<file path="config.mk">
export PLATFORM = sky130hd
export DESIGN_NAME = jtcop_paldma_flat
export DESIGN_NICKNAME = d
export VERILOG_FILES = /design/src/rtl/jtcop_paldma_if.sv /design/src/rtl/jtcop_paldma.sv /design/src/flat_wrapper.sv
export SDC_FILE = /design/constraint.sdc
export NUM_CORES = 1
export LEC_CHECK = 0
export CAP_MARGIN = 40
export CORE_MARGIN = 2
export CORE_UTILIZATION = 30
export CTS_CLUSTER_SIZE = 40
export DETAILED_ROUTE_END_ITERATION = 7
export PLACE_DENSITY_LB_ADDON = 0.2
export SETUP_SLACK_MARGIN = 0.5
export SLEW_MARGIN = 20
export SYNTH_ARGS = -nofsm -noshare
export SYNTH_HDL_FRONTEND = slang
export SYNTH_SLANG_ARGS = --single-unit
</file>
<file path="constraint.sdc">
create_clock -name clk -period 2.55 [get_ports clk]
set_input_delay 0.51 -clock clk [delete_from_list [all_inputs] [get_ports clk]]
set_output_delay 0.51 -clock clk [all_outputs]
set_load 0.1 [all_outputs]
</file>
<file path="src/rtl/jtcop_paldma_if.sv">
// Palette DMA bus: CPU palette buffer read port plus video palette RAM write port.
// The DMA engine is the master; the two RAMs sit on the slave side.
interface jtcop_paldma_if #(
  parameter int unsigned AW = 10
);
  logic [AW-1:0] src_addr;
  logic [15:0]   src_dout;
  logic [AW-1:0] pal_addr;
  logic [15:0]   pal_dout;
  logic [1:0]    pal_we;

  modport master (
    output src_addr,
    input  src_dout,
    output pal_addr,
    output pal_dout,
    output pal_we
  );

  modport slave (
    input  src_addr,
    output src_dout,
    input  pal_addr,
    input  pal_dout,
    input  pal_we
  );
endinterface

</file>
<file path="src/rtl/jtcop_paldma.sv">
// Palette DMA writer: copies the CPU palette buffer into the video palette RAM,
// one word per clock, only while vertical blanking is active (LVBL low).
module jtcop_paldma #(
  parameter int unsigned AW = 10
) (
  input  logic              clk,
  input  logic              rst,
  input  logic              LVBL,
  input  logic              dma_req,
  jtcop_paldma_if.master    bus,
  output logic              busy,
  output logic              done
);

  localparam logic [1:0] IDLE    = 2'd0;
  localparam logic [1:0] WAIT_VB = 2'd1;
  localparam logic [1:0] COPY    = 2'd2;

  logic [1:0]    state;
  logic [AW:0]   rd_cnt;
  logic          pending;
  logic          we_q;
  logic [AW-1:0] addr_q;
  logic [15:0]   dout_q;

  logic          issue;
  logic          finish;
  logic          restart;

  // rd_cnt[AW] marks that every word has been issued; no second pass.
  assign issue   = (state == COPY) && !LVBL && !rd_cnt[AW];
  assign finish  = (state == COPY) && rd_cnt[AW];
  assign restart = pending || dma_req;

  // Source data arrives one clock after the address, i.e. in the write
  // cycle itself, so the write data is passed through and held afterwards.
  assign bus.src_addr = rd_cnt[AW-1:0];
  assign bus.pal_addr = addr_q;
  assign bus.pal_dout = we_q ? bus.src_dout : dout_q;
  assign bus.pal_we   = {2{we_q}};

  always_ff @(posedge clk) begin
    if (rst) begin
      state   <= IDLE;
      rd_cnt  <= '0;
      pending <= 1'b0;
      busy    <= 1'b0;
      done    <= 1'b0;
      we_q    <= 1'b0;
      addr_q  <= '0;
      dout_q  <= '0;
    end else begin
      done <= 1'b0;
      we_q <= issue;

      if (issue) begin
        addr_q <= rd_cnt[AW-1:0];
        rd_cnt <= rd_cnt + 1'b1;
      end

      if (we_q) begin
        dout_q <= bus.src_dout;
      end

      if (busy && dma_req) begin
        pending <= 1'b1;
      end

      case (state)
        IDLE: begin
          if (dma_req) begin
            state  <= WAIT_VB;
            rd_cnt <= '0;
            busy   <= 1'b1;
          end
        end

        WAIT_VB: begin
          if (!LVBL) begin
            state <= COPY;
          end
        end

        COPY: begin
          if (finish) begin
            done    <= 1'b1;
            pending <= 1'b0;
            // A request collected during (or coinciding with) the last
            // write chains straight into the next transfer.
            if (restart) begin
              state  <= WAIT_VB;
              rd_cnt <= '0;
            end else begin
              state <= IDLE;
              busy  <= 1'b0;
            end
          end else if (LVBL && !we_q) begin
            state <= WAIT_VB;
          end
        end

        default: begin
          state <= IDLE;
        end
      endcase
    end
  end

endmodule
</file>
<file path="src/flat_wrapper.sv">
// flat-port wrapper written by rule: the top's interface ports become plain ports
module jtcop_paldma_flat 
#(
  parameter int unsigned AW = 10
)
  (clk, rst, LVBL, dma_req, busy, done, bus_src_addr, bus_src_dout, bus_pal_addr, bus_pal_dout, bus_pal_we);
  jtcop_paldma_if #(.AW(AW)) bus_i ();
  input  logic clk;
  input  logic rst;
  input  logic LVBL;
  input  logic dma_req;
  output logic busy;
  output logic done;
  output wire logic [$bits(bus_i.src_addr)-1:0] bus_src_addr;
  input wire logic [$bits(bus_i.src_dout)-1:0] bus_src_dout;
  output wire logic [$bits(bus_i.pal_addr)-1:0] bus_pal_addr;
  output wire logic [$bits(bus_i.pal_dout)-1:0] bus_pal_dout;
  output wire logic [$bits(bus_i.pal_we)-1:0] bus_pal_we;
  assign bus_src_addr = bus_i.src_addr;
  assign bus_i.src_dout = bus_src_dout;
  assign bus_pal_addr = bus_i.pal_addr;
  assign bus_pal_dout = bus_i.pal_dout;
  assign bus_pal_we = bus_i.pal_we;
  jtcop_paldma #(.AW(AW)) u_core (.clk(clk), .rst(rst), .LVBL(LVBL), .dma_req(dma_req), .bus(bus_i), .busy(busy), .done(done));
endmodule
</file>
### Yosys cells after proc, flatten, opt, wreduce, memory -nomap -nowiden

Index checks and enable logic that the tools add are counted.

| operators by class | value |
|---|---|
| $add $sub $neg | 1 |
| eq/ne operators | 7 |
| multiplexer cells | 20 |
| bitwise logic cells | 1 |
| reduce and logical (&&, ||, !) cells | 14 |

Operator list:

| kind | number |
|---|---|
| $mux W11 | 4 |
| $pmux W11 S2 | 1 |
| $mux W16 | 1 |
| $add A11 B1 Y11 const B | 1 |
| $mux W1 | 8 |
| $mux W2 | 4 |
| $ne A2 B2 Y1 const B | 3 |
| $pmux W2 S3 | 1 |
| $logic_and A1 B1 Y1 | 5 |
| $reduce_and A4 Y1 | 1 |
| $logic_not A1 Y1 | 3 |
| $ne A3 B2 Y1 const B | 1 |
| $reduce_and A3 Y1 | 1 |
| $eq A2 B1 Y1 const B | 1 |
| $eq A2 B2 Y1 const B | 1 |
| $logic_not A2 Y1 | 1 |
| $ne A2 B1 Y1 const B | 1 |
| $pmux W1 S2 | 1 |
| $reduce_bool A2 Y1 | 1 |
| $reduce_or A2 Y1 | 1 |
| $logic_or A1 B1 Y1 | 1 |
| $not A1 Y1 | 1 |

| storage, ports and cells | value |
|---|---|
| register bits after elaboration | 43 |
| input port bits | 20 |
| word-level logic and storage cells | 51 |

### Depth between registers and ports, before layout

Gate-level depths: netlist of the first run.

| logic depth | value |
|---|---|
| depth in word-level cells | 7 |
| gate-level depth with buffers | 7 |
| gate-level depth less buffers | 4 |

### Worst setup path after synthesis of the first run

No wires, ideal clock.

| timing | value |
|---|---|
| kind | register to output |
| start | register u_core.we_q |
| end | output port bus_pal_dout[10] |
| data arrival time | 1.559 ns |
| required time | 2.040 ns |
| path slack | 0.481 ns |
| cell stages (with the launch flop) | 4 |
| buffers on the path | 2 |
| cells stage by stage | dfxtp_1 -> clkbuf_1 -> buf_1 -> mux2_2 |

| between the ends | value |
|---|---|
| longest elaborated chain between the ends | 1 |

Ends and longest elaborated chain:

| item | RTL line | source |
|---|---|---|
| from (decl) | jtcop_paldma.sv:22 | `logic we_q;` |
| from (signal assigned) | jtcop_paldma.sv:54 | `we_q <= issue;` |
| $mux W16 | jtcop_paldma.sv:39 | `assign bus.pal_dout = we_q ? bus.src_dout : dout_q;` |
| to (decl) | flat_wrapper.sv:17 | `output wire logic [$bits(bus_i.pal_dout)-1:0] bus_pal_dout;` |

Every way passes these cells.

### Final worst setup path of the first run

| timing | value |
|---|---|
| start | register u_core.we_q |
| end | output port bus_pal_dout[3] |

Same word-level chain as after synthesis.

==> impl_metrics.ini, run 1 <==
[layout]
area_growth_pct = 51.93
diodes = 0
drive_above_1_share = 0.3452
regArea_um2 = 860.8
multi_input_area_um2 = 857.1
fin_cells = 327
fillers = 572
final_nets = 272

[route]
drcViolationCount = 0
num_vias = 1529
drt_pre_antenna_iters = 4
wl_mm = 4.250
detail_route.wl_per_cell_um = 13.00
drt_iter0_drc = 79
routed_via_density = 4.676
ant_nets = 0

[sta]
tightestPinTransition_ns = 0.3754
relSlewSlack = 0.7494
hold-worst-slack_ns = 0.4572
skew_ns = 0.01102
setup_tns_ns = 0
setup_viol_count_final = 0
hold_violations = 0
finalCriticalPeriod_ns = 1.953
fmax_mhz = 512.0
setup_ws_ns = 0.5969
maxSlewViolCount = 0
period_share = 0.7659
rsz0062_at_grt = false

[clocking]
cts_made_buffers = 5
root_buffer = clkbuf_8
cts.sinks = 43
cts_max_level = 2
insertion_delay_ns = 0.30
clock_path_buffers = 2
cts_tree = done
clk_pin_slew_ns = 0.08

[grt]
grt_pass1_wl_mm = 6.699
grt.total_usage = 0.1300
grt_pass1_vias = 1357
grt_antenna_before_repair = 0
grt_overflow = 0
grt_max_degree = 26

[setup_path]
path_class = register to output port
slowest_stage = mux2_2
critPathRequiredTime_ns = 2.04
end_kind = output port
slowest_delay_ns = 0.40
cp.arrival_ns = 1.44
path_cells = buf_6 -> mux2_2 -> buf_12
critPathMaxFanout = 19
crit_path_start_kind = register

[synthesis]
synth_area_leaders = dfxtp_1 (47%), mux2_2 (9.7%), a21oi_1 (5.7%)
yosys.cell_types.count = 36
synth_area_um2 = 1848
synth.ff_latch_count = 43
yosysSeqAreaShare = 0.4658
synth_top_area_share = 0.4658
synth_fp_nets = 218
ys_top_cells_by_count = dfxtp_1 (43), nand2_1 (23), a21oi_1 (21)
synth-edff-count = 0
yosys.area.top_type = dfxtp_1
syn_area_per_cell_um2 = 9.381
synth_ff_type = dfxtp_1
yosysMostFrequentCell = dfxtp_1
synth_cells = 197
synth-warning-count = 0
async_flop_share = 0

[flow_run]
maxCapViolCount = 0

[die]
die_h_um = 82.49
io_pins = 60
num_rows = 28
initial_utilization = 0.3121
die_w_um = 82.49
dieArea_um2 = 6804
coreArea_um2 = 5921

[placed_design]
dp_cells = 314
pre_cts_ws_ns = 0.1208
gp_congestion = 0.7529
dp_hpwl_mm = 2.917
portBuffers = 59

[pwr]
vdd_drop_max_mv = 0.2044
power_density_nw_per_um2 = 499.6
p_leak_nw = 1.097

[min_path]
hold_class = register to register

[run_status]
status = finished, final reports clean
-- per-layer routing --
| layer | GRT usage | share of wire | wire length, um | vias up |
|---|---|---|---|---|
| met1 | 0.1698 | 0.47 | 2015 | 707 |
| met5 | 0 | 0 | 0 | - |
| met3 | 0.03587 | 0.055 | 235 | 5 |
| met2 | 0.1984 | 0.45 | 1924 | 35 |
| li1 | - | - | - | 782 |
| met4 | 0.06000 | 0.018 | 75 | 0 |
-- path summary, 6_finish.rpt --
path / from / end / slack [ns] / cells after the start
max: u_core.we_q$_SDFF_PP0_ / bus_pal_dout[3] / 0.60 / 3
min: u_core.bus.pal_addr[5]$_SDFFE_PP0N_ / u_core.bus.pal_addr[5]$_SDFFE_PP0N_ / 0.46 / 2
max reg2reg: u_core.state[0]$_SDFFE_PP0P_ / u_core.rd_cnt[4]$_SDFF_PP0_ / 0.64 / 5
min reg2reg: u_core.bus.pal_addr[5]$_SDFFE_PP0N_ / u_core.bus.pal_addr[5]$_SDFFE_PP0N_ / 0.46 / 2
-- per-stage QoR --
step	util	area (um2)	total power, mW
floorplan	-	1848	0.7881
global placement	0.4366	2585	0.8580
detailed placement	0.4366	2585	0.8584
CTS	0.4571	2706	1.413
global route	0.4742	2808	1.461
finish	0.4742	2808	1.403
-- cell usage in the layout (no fill, tap or decap), drive strengths merged, types with 4 or more instances in the layout --
cell / n
clkdlybuf4s50: 18
or4: 4
inv: 5
mux2: 16
a21oi: 21
o31ai: 7
clkbuf: 8
nor2b: 4
nand2: 23
buf: 50
o21ai: 4
and2: 16
dfxtp: 43
-- cells by family (layout without fill, tap and decap cells) --
group	count (synthesis)	after routing	share of synthesized area
simple gates	66	66	0.1991
buf+inv	29	84	0.08801
fa+ha+maj	1	1	0.006769
xor+xnor	1	1	0.004740
compound gates	40	40	0.1327
mux	17	17	0.1029
flops	43	43	0.4658
-- power breakdown --
part	total (mW)	internal [mW]	switching [mW]
clock	0.554	0.317	0.237
sequential	0.689	0.679	0.00981
combinational	0.160	0.0719	0.0885
-- worst max-delay path, delay by kind of cell, from the launching register on --
kind / cells / cell delay [ns]
DFF: 1 / 0.33
muxes: 1 / 0.40
buffers and inverters: 2 / 0.39
-- flip-flops by register name (all words and copies together) (netlist names) --
| register | flops |
|---|---|
| u_core.dout_q | 16 |
| u_core.rd_cnt | 11 |
| u_core.bus.pal_addr | 10 |
| u_core.state | 2 |
| u_core.busy | 1 |
| u_core.done | 1 |
| u_core.pending | 1 |
| u_core.we_q | 1 |
-- area by class of cell --
cell class,instances,share of cell area
Inverter,5,0.006684
Clock buffer,6,0.02941
Timing Repair Buffer,71,0.3061
Clock inverter,2,0.01248
Tap cell,75,0.03342
Multi-Input combinational cell,125,0.3053
Sequential cell,43,0.3066
-- what timing repair did --
action,CTS,global route
gates cloned,0,2
gates resized for setup,1,8
pin swaps,0,4
setup buffers,0,3
hold buffers,0,0
setup endpoints to repair,4,19
Note: power is estimated with default switching activity, not from simulation.
==> run 2: changes to the inputs <==
==> constraint.sdc (replaced) <==
create_clock -name clk -period 1.6 [get_ports clk]
set_input_delay 0.32 -clock clk [delete_from_list [all_inputs] [get_ports clk]]
set_output_delay 0.32 -clock clk [all_outputs]
set_load 0.1 [all_outputs]
==> run 2 against run 1 <==
Effect of this change: the run now ends with setup timing left; core utilization increased by 16 points; critical path depth increased by 2; sequential cell count unchanged; via count increased by 14%; sequential power increased by 57%; non-clock buffer count increased by 43; routed wire length increased by 24%; critical path type is now input port to register; largest cell class is now non-clock buffers; largest power group unchanged; highest routed layer unchanged.
==> impl_metrics.ini, run 2 (synthesized netlist as in run 1, its figures left out) <==
[run_status]
status = finished, violations left
violations = setup timing

[setup_path]
critPathTopFamily = simple AND/OR/NAND/NOR gates
cp_common_cell = or4b_4
end_kind = register
critPathMaxFanout = 5
path_cells = dlygate4sd2_1 -> or4b_4 -> buf_6 -> or4b_4 -> o31ai_2
slowest_stage = or4b_4
crit_path_start_kind = input port
path_class = input port to register
critPathBufInv = 2
slowest_delay_ns = 0.57
cp.arrival_ns = 2.01
critPathRequiredTime_ns = 1.81

[layout]
largest_reg_flops = 16
final_nets = 315
layout_common_cells = buf_12 (41), buf_4 (27), buf_6 (23)
top_register = u_core.dout_q
fin_util = 0.6319
diodes = 0
layout_commonest_cell = buf_12
drive_above_1_share = 0.6237
area_growth_pct = 102.4
fin_area_um2 = 3741

[pwr]
power_density_nw_per_um2 = 611.3
p_int_mw = 1.731
swShare = 0.2429
p_comb_frac = 0.144
clockPowerShare = 0.385
p_sw_uw = 555.6
vdd_drop_max_mv = 0.3970
pwr-share-seq = 0.471
p_leak_nw = 1.474

[sta]
tightestPinTransition_ns = 0.3208
skew_ns = 0.006896
rsz0062_at_grt = true
setup_ws_ns = -0.2038
hold_violations = 0
finalCriticalPeriod_ns = 1.804
hold-worst-slack_ns = 0.4811
maxSlewViolCount = 0
setup_viol_count_final = 25
period_share = 1.127
relSlewSlack = 0.7834
fmax_mhz = 554.4

[grt]
grt_pass1_vias = 1679
grt_antenna_before_repair = 0
grt.total_usage = 0.1540
grt_overflow = 0
grt_max_degree = 14
grt_pass1_wl_mm = 7.948

[placed_design]
dp_hpwl_mm = 3.249
place_area_um2 = 3079
pre_cts_ws_ns = -0.6562
portBuffers = 59
gp_congestion = 0.7438

[die]
initial_utilization = 0.3121
io_pins = 60
num_rows = 28
die_h_um = 82.49
dieArea_um2 = 6804
coreArea_um2 = 5921
die_w_um = 82.49

[route]
routed_via_density = 4.697
ant_nets = 0
num_vias = 1738
drt_pre_antenna_iters = 4
drt_iter0_drc = 35
detail_route.wl_per_cell_um = 14.28
drcViolationCount = 0
wl_mm = 5.285

[clocking]
cts_hold_buf = 0
cts.sinks = 43
root_buffer = clkbuf_8
insertion_delay_ns = 0.29
clk_pin_slew_ns = 0.08
clock_path_buffers = 2
cts_tree = done
cts_made_buffers = 5
cts_max_level = 2

[flow_run]
maxCapViolCount = 0

[min_path]
hold_class = register to register
[run 2: cell types whose count changed in the layout (fill, tap and decap cells not counted), sizes merged]
cell	previous run	this run
clkbuf	8	6
dlygate4sd2	0	2
buf	50	95
dlymetal6s2s	1	0
clkdlybuf4s50	18	17
[run 2: area by class of cell]
type	count	area, um2
fillers	461	2180
repair buffers	114	1545
multi-input cells	125	1052
flip-flops and latches	43	913.4
well taps	75	93.84
clock buffers	6	82.58
clock inverters	2	35.03
inverters	5	18.77
[run 2: worst paths after layout]
kind / start / to / slack, ns / cells after the start
max: LVBL / u_core.rd_cnt[10]$_SDFF_PP0_ / -0.20 / 5
min: u_core.bus.pal_addr[1]$_SDFFE_PP0N_ / u_core.bus.pal_addr[1]$_SDFFE_PP0N_ / 0.48 / 2
min reg2reg: u_core.bus.pal_addr[1]$_SDFFE_PP0N_ / u_core.bus.pal_addr[1]$_SDFFE_PP0N_ / 0.48 / 2
max reg2reg: u_core.state[0]$_SDFFE_PP0P_ / u_core.rd_cnt[10]$_SDFF_PP0_ / -0.19 / 4
[run 2: routing by layer]
layer | routed length [um] | global-route usage | vias up
li1 | - | - | 863
met1 | 2352 | 0.1991 | 828
met3 | 251 | 0.04022 | 8
met2 | 2574 | 0.2452 | 39
met4 | 107 | 0.05833 | 0
met5 | 0 | 0 | -
[run 2: worst reg2reg max path, stage by stage, from the launching register on]
cell	delay, ns
dfxtp_2	0.33
or4b_4	0.53
buf_6	0.15
or4b_4	0.51
o31ai_2	0.19
[run 2: power by group through the flow]
stage                     clock [mW]  combinational, mW  sequential (mW)
after global placement             0              0.285             1.12
after detailed placement           0              0.286             1.12
after global routing           0.949              0.347             1.08
after CTS                      0.903              0.310             1.08
after floorplan                    0              0.134             1.14
final                          0.880              0.329             1.08
[run 2: repair_timing]
item,CTS,global route
resized for setup,47,45
gates cloned,2,1
endpoints found under the setup margin,82,81
pin swaps,7,16
buffers inserted,18,9
[run 2: metrics by stage]
| step | total power [mW] | std cells | setup TNS, ns |
|---|---|---|---|
| 6_report | 2.287 | 370 | -2.998 |
| 3_3_place_gp | 1.401 | 332 | -7.662 |
| 5_1_grt | 2.375 | 370 | -4.013 |
| 2_1_floorplan | 1.269 | 197 | -0.4921 |
| 3_5_place_dp | 1.402 | 332 | -7.867 |
| 4_1_cts | 2.297 | 360 | -2.998 |
==> run 3: changes to the inputs <==
--- a/config.mk
+++ b/config.mk
@@ -5,7 +5,7 @@
 export SDC_FILE = /design/constraint.sdc
 export NUM_CORES = 1
 export LEC_CHECK = 0
-export CAP_MARGIN = 40
+export CAP_MARGIN = 20
 export CORE_MARGIN = 2
 export CORE_UTILIZATION = 30
 export CTS_CLUSTER_SIZE = 40
==> results of run 3 <==
No change in the layout: final DEF, timing and power equal those of run 2.
